--- config.mk ---
export PLATFORM = sky130hd
export DESIGN_NAME = id_ex_stage
export DESIGN_NICKNAME = d
export VERILOG_FILES = /design/src/rtl/mips_pkg.sv /design/src/rtl/hazard_detect.sv /design/src/rtl/id_ex_stage.sv
export SDC_FILE = /design/constraint.sdc
export NUM_CORES = 1
export LEC_CHECK = 0
export CORE_ASPECT_RATIO = 1.2
export CORE_MARGIN = 5
export CORE_UTILIZATION = 45
export CTS_CLUSTER_DIAMETER = 40
export DETAILED_ROUTE_END_ITERATION = 7
export DONT_BUFFER_PORTS = 1
export PLACE_DENSITY = 0.59
export SETUP_SLACK_MARGIN = 0.15
export SKIP_CTS_REPAIR_TIMING = 1
export SYNTH_ARGS = -nofsm -noshare
export SYNTH_HDL_FRONTEND = slang
export SYNTH_SLANG_ARGS = --single-unit
--- constraint.sdc ---
create_clock -name clk -period 1 [get_ports clk]
set_input_delay 0.25 -clock clk [delete_from_list [all_inputs] [get_ports clk]]
set_output_delay 0.25 -clock clk [all_outputs]
set_load 0.1 [all_outputs]
--- src/rtl/mips_pkg.sv ---
// Shared MIPS pipeline definitions: opcodes, ALUOp encodings, the ID/EX control
// bundle and the bubble counter width.
package mips_pkg;

   localparam logic [5:0] OP_RTYPE = 6'd54;
   localparam logic [5:0] OP_SW    = 6'd39;
   localparam logic [5:0] OP_LW    = 6'd40;
   localparam logic [5:0] OP_ADDI  = 6'd41;
   localparam logic [5:0] OP_SUBI  = 6'd42;

   localparam logic [2:0] ALU_ADD   = 3'b000;
   localparam logic [2:0] ALU_SUB   = 3'b001;
   localparam logic [2:0] ALU_RTYPE = 3'b010;

   localparam int CNT_W = 16;

   typedef struct packed {
      logic       memRead;
      logic       memtoReg;
      logic       memWrite;
      logic       aluSrc;
      logic       regWrite;
      logic [2:0] aluOp;
   } ctrl_t;

endpackage

--- src/rtl/hazard_detect.sv ---
// Combinational load-use detector: a load in EX whose destination is read by
// the instruction sitting in ID.
module hazard_detect (
   input  logic       exValid,
   input  logic       exMemRead,
   input  logic [4:0] exDst,
   input  logic       idValid,
   input  logic       idRegDst,
   input  logic       idMemWrite,
   input  logic [4:0] idRs,
   input  logic [4:0] idRt,
   output logic       loadUse
);

   logic rtIsSource;

   // rt is only a source for R-type (RegDst) and store (store data) forms.
   assign rtIsSource = idRegDst | idMemWrite;

   assign loadUse = exValid & exMemRead & (exDst != 5'd0) & idValid &
                    ((exDst == idRs) | (rtIsSource & (exDst == idRt)));

endmodule

--- src/rtl/id_ex_stage.sv ---
// ID/EX pipeline register with flush, downstream stall and optional load-use
// interlock (enabled by defining ID_EX_HAZARD_EN).
module id_ex_stage
   import mips_pkg::*;
(
   input  logic             clk,
   input  logic             rst_n,
   input  logic             id_valid,
   input  logic             id_RegDst,
   input  logic             id_MemRead,
   input  logic             id_MemtoReg,
   input  logic             id_MemWrite,
   input  logic             id_ALUSrc,
   input  logic             id_RegWrite,
   input  logic [2:0]       id_ALUOp,
   input  logic [4:0]       id_rs,
   input  logic [4:0]       id_rt,
   input  logic [4:0]       id_rd,
   input  logic [31:0]      id_rs_data,
   input  logic [31:0]      id_rt_data,
   input  logic [15:0]      id_imm,
   input  logic [5:0]       id_funct,
   input  logic             flush,
   input  logic             ex_stall,
   output logic             ex_valid,
   output logic             ex_MemRead,
   output logic             ex_MemtoReg,
   output logic             ex_MemWrite,
   output logic             ex_ALUSrc,
   output logic             ex_RegWrite,
   output logic [2:0]       ex_ALUOp,
   output logic [31:0]      ex_rs_data,
   output logic [31:0]      ex_rt_data,
   output logic [31:0]      ex_imm32,
   output logic [5:0]       ex_funct,
   output logic [4:0]       ex_dst,
   output logic             id_stall,
   output logic [CNT_W-1:0] bubble_cnt
);

   localparam logic [CNT_W-1:0] CNT_MAX = {CNT_W{1'b1}};

   // Handshake: id_stall is the inverse of "ready" toward IF/ID. The decode slot
   // is consumed on a rising edge only when id_stall=0; flush wins over both stalls.
   ctrl_t            idCtrl;
   ctrl_t            exCtrl;
   logic             loadUse;
   logic [CNT_W-1:0] bubbleCnt;

   assign idCtrl = '{memRead:  id_MemRead,
                     memtoReg: id_MemtoReg,
                     memWrite: id_MemWrite,
                     aluSrc:   id_ALUSrc,
                     regWrite: id_RegWrite,
                     aluOp:    id_ALUOp};

`ifdef ID_EX_HAZARD_EN
   hazard_detect uHazard (
      .exValid    (ex_valid),
      .exMemRead  (exCtrl.memRead),
      .exDst      (ex_dst),
      .idValid    (id_valid),
      .idRegDst   (id_RegDst),
      .idMemWrite (id_MemWrite),
      .idRs       (id_rs),
      .idRt       (id_rt),
      .loadUse    (loadUse)
   );

   always_ff @(posedge clk or negedge rst_n) begin
      if (!rst_n)
         bubbleCnt <= '0;
      else if (!flush && !ex_stall && loadUse && bubbleCnt != CNT_MAX)
         bubbleCnt <= bubbleCnt + 1'b1;
   end
`else
   logic unusedRs;

   // Without the interlock the source register number has no consumer.
   assign unusedRs  = ^id_rs;
   assign loadUse   = 1'b0;
   assign bubbleCnt = '0;
`endif

   assign id_stall   = rst_n & ~flush & (ex_stall | loadUse);
   assign bubble_cnt = bubbleCnt;

   always_ff @(posedge clk or negedge rst_n) begin
      if (!rst_n) begin
         ex_valid   <= 1'b0;
         exCtrl     <= '0;
         ex_rs_data <= '0;
         ex_rt_data <= '0;
         ex_imm32   <= '0;
         ex_funct   <= '0;
         ex_dst     <= '0;
      end else if (flush) begin
         ex_valid <= 1'b0;
         exCtrl   <= '0;
      end else if (ex_stall) begin
         ex_valid <= ex_valid;
      end else if (loadUse) begin
         ex_valid <= 1'b0;
         exCtrl   <= '0;
      end else begin
         ex_valid   <= id_valid;
         exCtrl     <= id_valid ? idCtrl : '0;
         ex_rs_data <= id_rs_data;
         ex_rt_data <= id_rt_data;
         ex_imm32   <= {{16{id_imm[15]}}, id_imm};
         ex_funct   <= id_funct;
         ex_dst     <= id_RegDst ? id_rd : id_rt;
      end
   end

   assign ex_MemRead  = exCtrl.memRead;
   assign ex_MemtoReg = exCtrl.memtoReg;
   assign ex_MemWrite = exCtrl.memWrite;
   assign ex_ALUSrc   = exCtrl.aluSrc;
   assign ex_RegWrite = exCtrl.regWrite;
   assign ex_ALUOp    = exCtrl.aluOp;

endmodule
# Yosys cells after proc, flatten, opt, wreduce, memory -nomap -nowiden
# Cells that the tools add are included.
# word_totals
register_bits	100
input_bits	115
wordCells	24
# op_classes
eq_ne	1
mux	6
bitwise_logic	4
reduce_logical	1
# op_table
op	n
$mux 8	3
$mux 5	1
$and 1x1->1	2
$mux 1	2
$ne 2x2->1 const B	1
$not 1->1	2
$reduce_and 2->1	1

# Longest topological paths before layout
# Gate-level depths: netlist (run 1).
# logic_depth
depth_word	3
mapped_depth	5

# Worst setup path after synthesis (run 1)
# No wires, ideal clock.
# synth_timing
kind	input to output
from	input flush
to	output id_stall
t_arrival_ps	1863
required_time_ps	750
setup_slack_ps	-1113
path_stages	3
path_cell_list	buf_4 > clkbuf_1 > nor2_1
# synth_between
elab_chain_cells	3
# synth_lines
item	line_no	rtl
start: declaration	id_ex_stage.sv:23	input logic flush,
$not 1->1 (no source line)	--	
$and 1x1->1 (2 in series)	id_ex_stage.sv:85	assign id_stall = rst_n & ~flush & (ex_stall | loadUse);
end: declaration	id_ex_stage.sv:37	output logic id_stall,
# No other way between the ends.

# Worst setup path after layout (run 1)
# layout_timing
from	register ex_imm32[15] (netlist name)
to	output ex_imm32[24]
# layout_lines
item	line_no	rtl
end: declaration	id_ex_stage.sv:34	output logic [31:0] ex_imm32,
# No word-level cell between the ends.

==> results of run 1 <==
kinds of logic (layout without fill, tap and decap cells):
| kind of cell | after synthesis | in the layout |
|---|---|---|
| other | 1 | 16 |
| AO/OA/AOI/OAI | 18 | 18 |
| multiplexers | 92 | 92 |
| AND/OR/NAND/NOR | 21 | 21 |
| flip-flops | 100 | 100 |
| buffers and inverters | 47 | 145 |
metal layers:
metal | track usage, % | vias up | share of wire (%) | wire [um]
met5 | 0 | - | 0 | 0
met4 | 6.83 | 0 | 1.1 | 129
met3 | 6.87 | 10 | 7.5 | 889
met2 | 33.9 | 136 | 56 | 6620
met1 | 21.6 | 1292 | 35 | 4200
li1 | - | 1118 | - | -
through the flow:
step | total power, mW | hold slack (ns)
final | 17.2 | -0.434
after floorplan | 11.8 | -0.0456
after detailed placement | 14.6 | -0.0420
after global placement | 14.4 | -0.0430
after CTS | 17.1 | -0.449
after global routing | 17.7 | -0.475
state kept, by name, summed over array words and instances, names as in the netlist, 3 cells and up:
name / cells
ex_ALUOp: 3
ex_rs_data: 32
ex_dst: 5
ex_funct: 6
ex_rt_data: 32
ex_imm32: 16
cell usage in the layout, fill, tap and decap left out, types with 6 or more instances in the layout:
cell type	Yosys	layout
clkbuf_8	0	11
dlygate4sd3_1	0	14
mux2_4	40	79
mux2_2	46	7
a21oi_2	0	6
buf_12	0	104
conb_1	1	16
nand3b_1	8	8
o21ai_0	10	7
nand2_2	0	6
mux2i_1	6	6
dfrtp_4	0	100
layout make-up:
cell class                      count  area [um^2]
Tap cell                          120          150
Multi-Input combinational cell    147         1660
Clock buffer                       12          155
Timing Repair Buffer              131         2400
Fill cell                         491         1860
Clock inverter                      2         35.0
Sequential cell                   100         2880
report_power, final:
group          internal [mW]  total [mW]  switching [mW]
Sequential              4.97        5.70           0.730
Combinational           3.14        8.96            5.83
Clock                   1.27        2.59            1.32
path summary, 6_finish.rpt:
check,startpoint,endpoint,slack [ns],cells past startpoint
worst min register to register,ex_dst[2],ex_dst[2],0.59,2
worst max-delay path,ex_imm32[15],ex_imm32[24],-0.65,1
worst max register to register,ex_rt_data[28],ex_rt_data[28],-0.02,2
max in group asynchronous,rst_n,ex_imm32[3],1.25,0
worst min-delay path,rst_n,ex_rt_data[25],-0.43,0
min in group clk,ex_stall,ex_RegWrite,0.01,2
==> metrics.md, run 1 <==
| Metric | Value |
|---|---|
| Outcome | `finished with violations` |
| Failing checks | `hold timing, setup timing` |
| Input/output buffers | `0` |
| Clock slew at reported path FFs | `0.09 ns` |
| Worst VDD drop | `1.79 mV` |
| Critical path type | `reg -> out` |
| DRC | `0` |
| Die area | `11500 um^2` |
| Via count | `between 2k and 3k` |
| Clock Latency Late Sink | `between 0.3 and 0.4 ns` |
| Slowest cell on crit path | `buf_16` |
| Final Setup Violations | `approximately 120` |
| Sequential area share after synthesis | `about three fifths` |
| Crit path capture type | `output pin` |
| Hold Crit Class | `in -> async` |
| Final Critical Period | `approximately 1.7 ns` |
| CORE AREA | `9130 um^2` |
| Cell with the most instances after synthesis | `dfrtp_1` |
| FP Rows | `38` |
| Area Growth Syn to Fin | `71.6%` |
| I/O pin cnt | `between 200 and 250` |
| First-pass iteration count of the detailed router | `4` |
| CTS root buffer | `clkbuf_8` |
| Clock tree buffer depth | `2` |
| Die Wd | `98.6 um` |
| RSZ-0062 raised after global routing | `true` |
| Initial DRC count | `54` |
| Die H | `116 um` |
| Number of global-route vias before repair | `2809` |
| Sum of negative setup slack | `-38.51 ns` |
| Htree depth | `3` |
| Distinct cells, synth | `17` |
| Net count, final | `roughly 500` |
| Pleak | `3.06 nW` |
| Top delay family on crit path | `buffers and inverters` |
| Avg Inst Size Synth | `~15 um^2` |
| WL/cell | `roughly 23 um` |
| Max-slew violation count | `0` |
| Grt ovf | `0` |
| PD cells | `2370 nW/um^2` |
| Global placement routability congestion | `around 0.75` |
| Post-Synth XOR/XNOR Area | `0%` |
| Max-cap violation count | `0` |
| Compound-Gate Fraction of Synth Area | `2.13%` |
| Worst EP required | `0.75 ns` |
| Critical Path Fanout Max | `6` |
| Clock tree sinks | `100` |
| Cells after synthesis | `279` |
| Area share of fa/ha/maj cells after synthesis | `0%` |
| Largest family of logic cells by synthesized area | `multiplexers` |
| Setup Skew | `0 ns` |
| Worst hold margin | `-0.434 ns` |
| Largest net degree at the start of global routing | `around 100` |
| Synth warn | `0` |
| CTS tree | `built` |
| Top cells by count, synth | `dfrtp_1, mux2_2, mux2_4` |
| Mux cell area share after synthesis | `between 20% and 30%` |
| GRT Resource Usage Total | `approximately 19%` |
| Area contributors post-synth | `dfrtp_1, mux2_4, mux2_2, buf_4, mux2i_1` |
| Worst Tran Pin Value | `0.548 ns` |
| DP Cell Count | `478` |
| DR vias/cell | `4.99` |
| Hpwl dp | `8620 um` |
| Part of the cycle the worst path needs | `165%` |
| Initial Util | `46.4%` |
| N_diodes | `0` |
| Critical path, cell by cell | `buf_16` |
| Area post-placement | `between 6000 and 7000 um^2` |
| Post-Place Worst Slack | `-0.298 ns` |
| Fin worst setup slack | `-0.654 ns` |
| First-pass GRT wire length | `16600 um` |
| Worst path bufs/invs | `1` |
| ANT nets after route | `0` |
| Ys flop type | `dfrtp_1` |
| Final hold vios | `100` |
| Post-synth top area share | `about three fifths` |
| Arrival time worst endpoint | `between 1 and 1.5 ns` |
| Post-Layout Cell Count | `around 510` |
| Clock buffer count from CTS | `9` |
| Mapped cell area | `4240 um^2` |
| Synth Register Bits | `100` |
| Max Freq | `0.605 GHz` |
| Final Util | `about 80%` |
| WL final | `about 12000 um` |
| Worst rel slew slack | `63.8%` |
| Post-Synth Simple-Gate Area | `under 10%` |
| Crit start category | `register` |
| Ys async rst share | `100%` |
| Initial antenna violation count | `0` |
| Post-synth EDFFs | `0` |
| Share of layout cells above drive strength 1 | `84.7%` |
| Final instance area | `7270 um^2` |
| Area leader, netlist | `dfrtp_1` |
| Max incr delay on CP | `between 0.5 and 0.6 ns` |
(Power assumes the default switching activity.)
==> run 2: changes to the inputs <==
Settings changed: CTS_CLUSTER_DIAMETER 40 to 30.
==> results of run 2 <==
The final DEF is identical to that of run 1; final timing and power are the same.
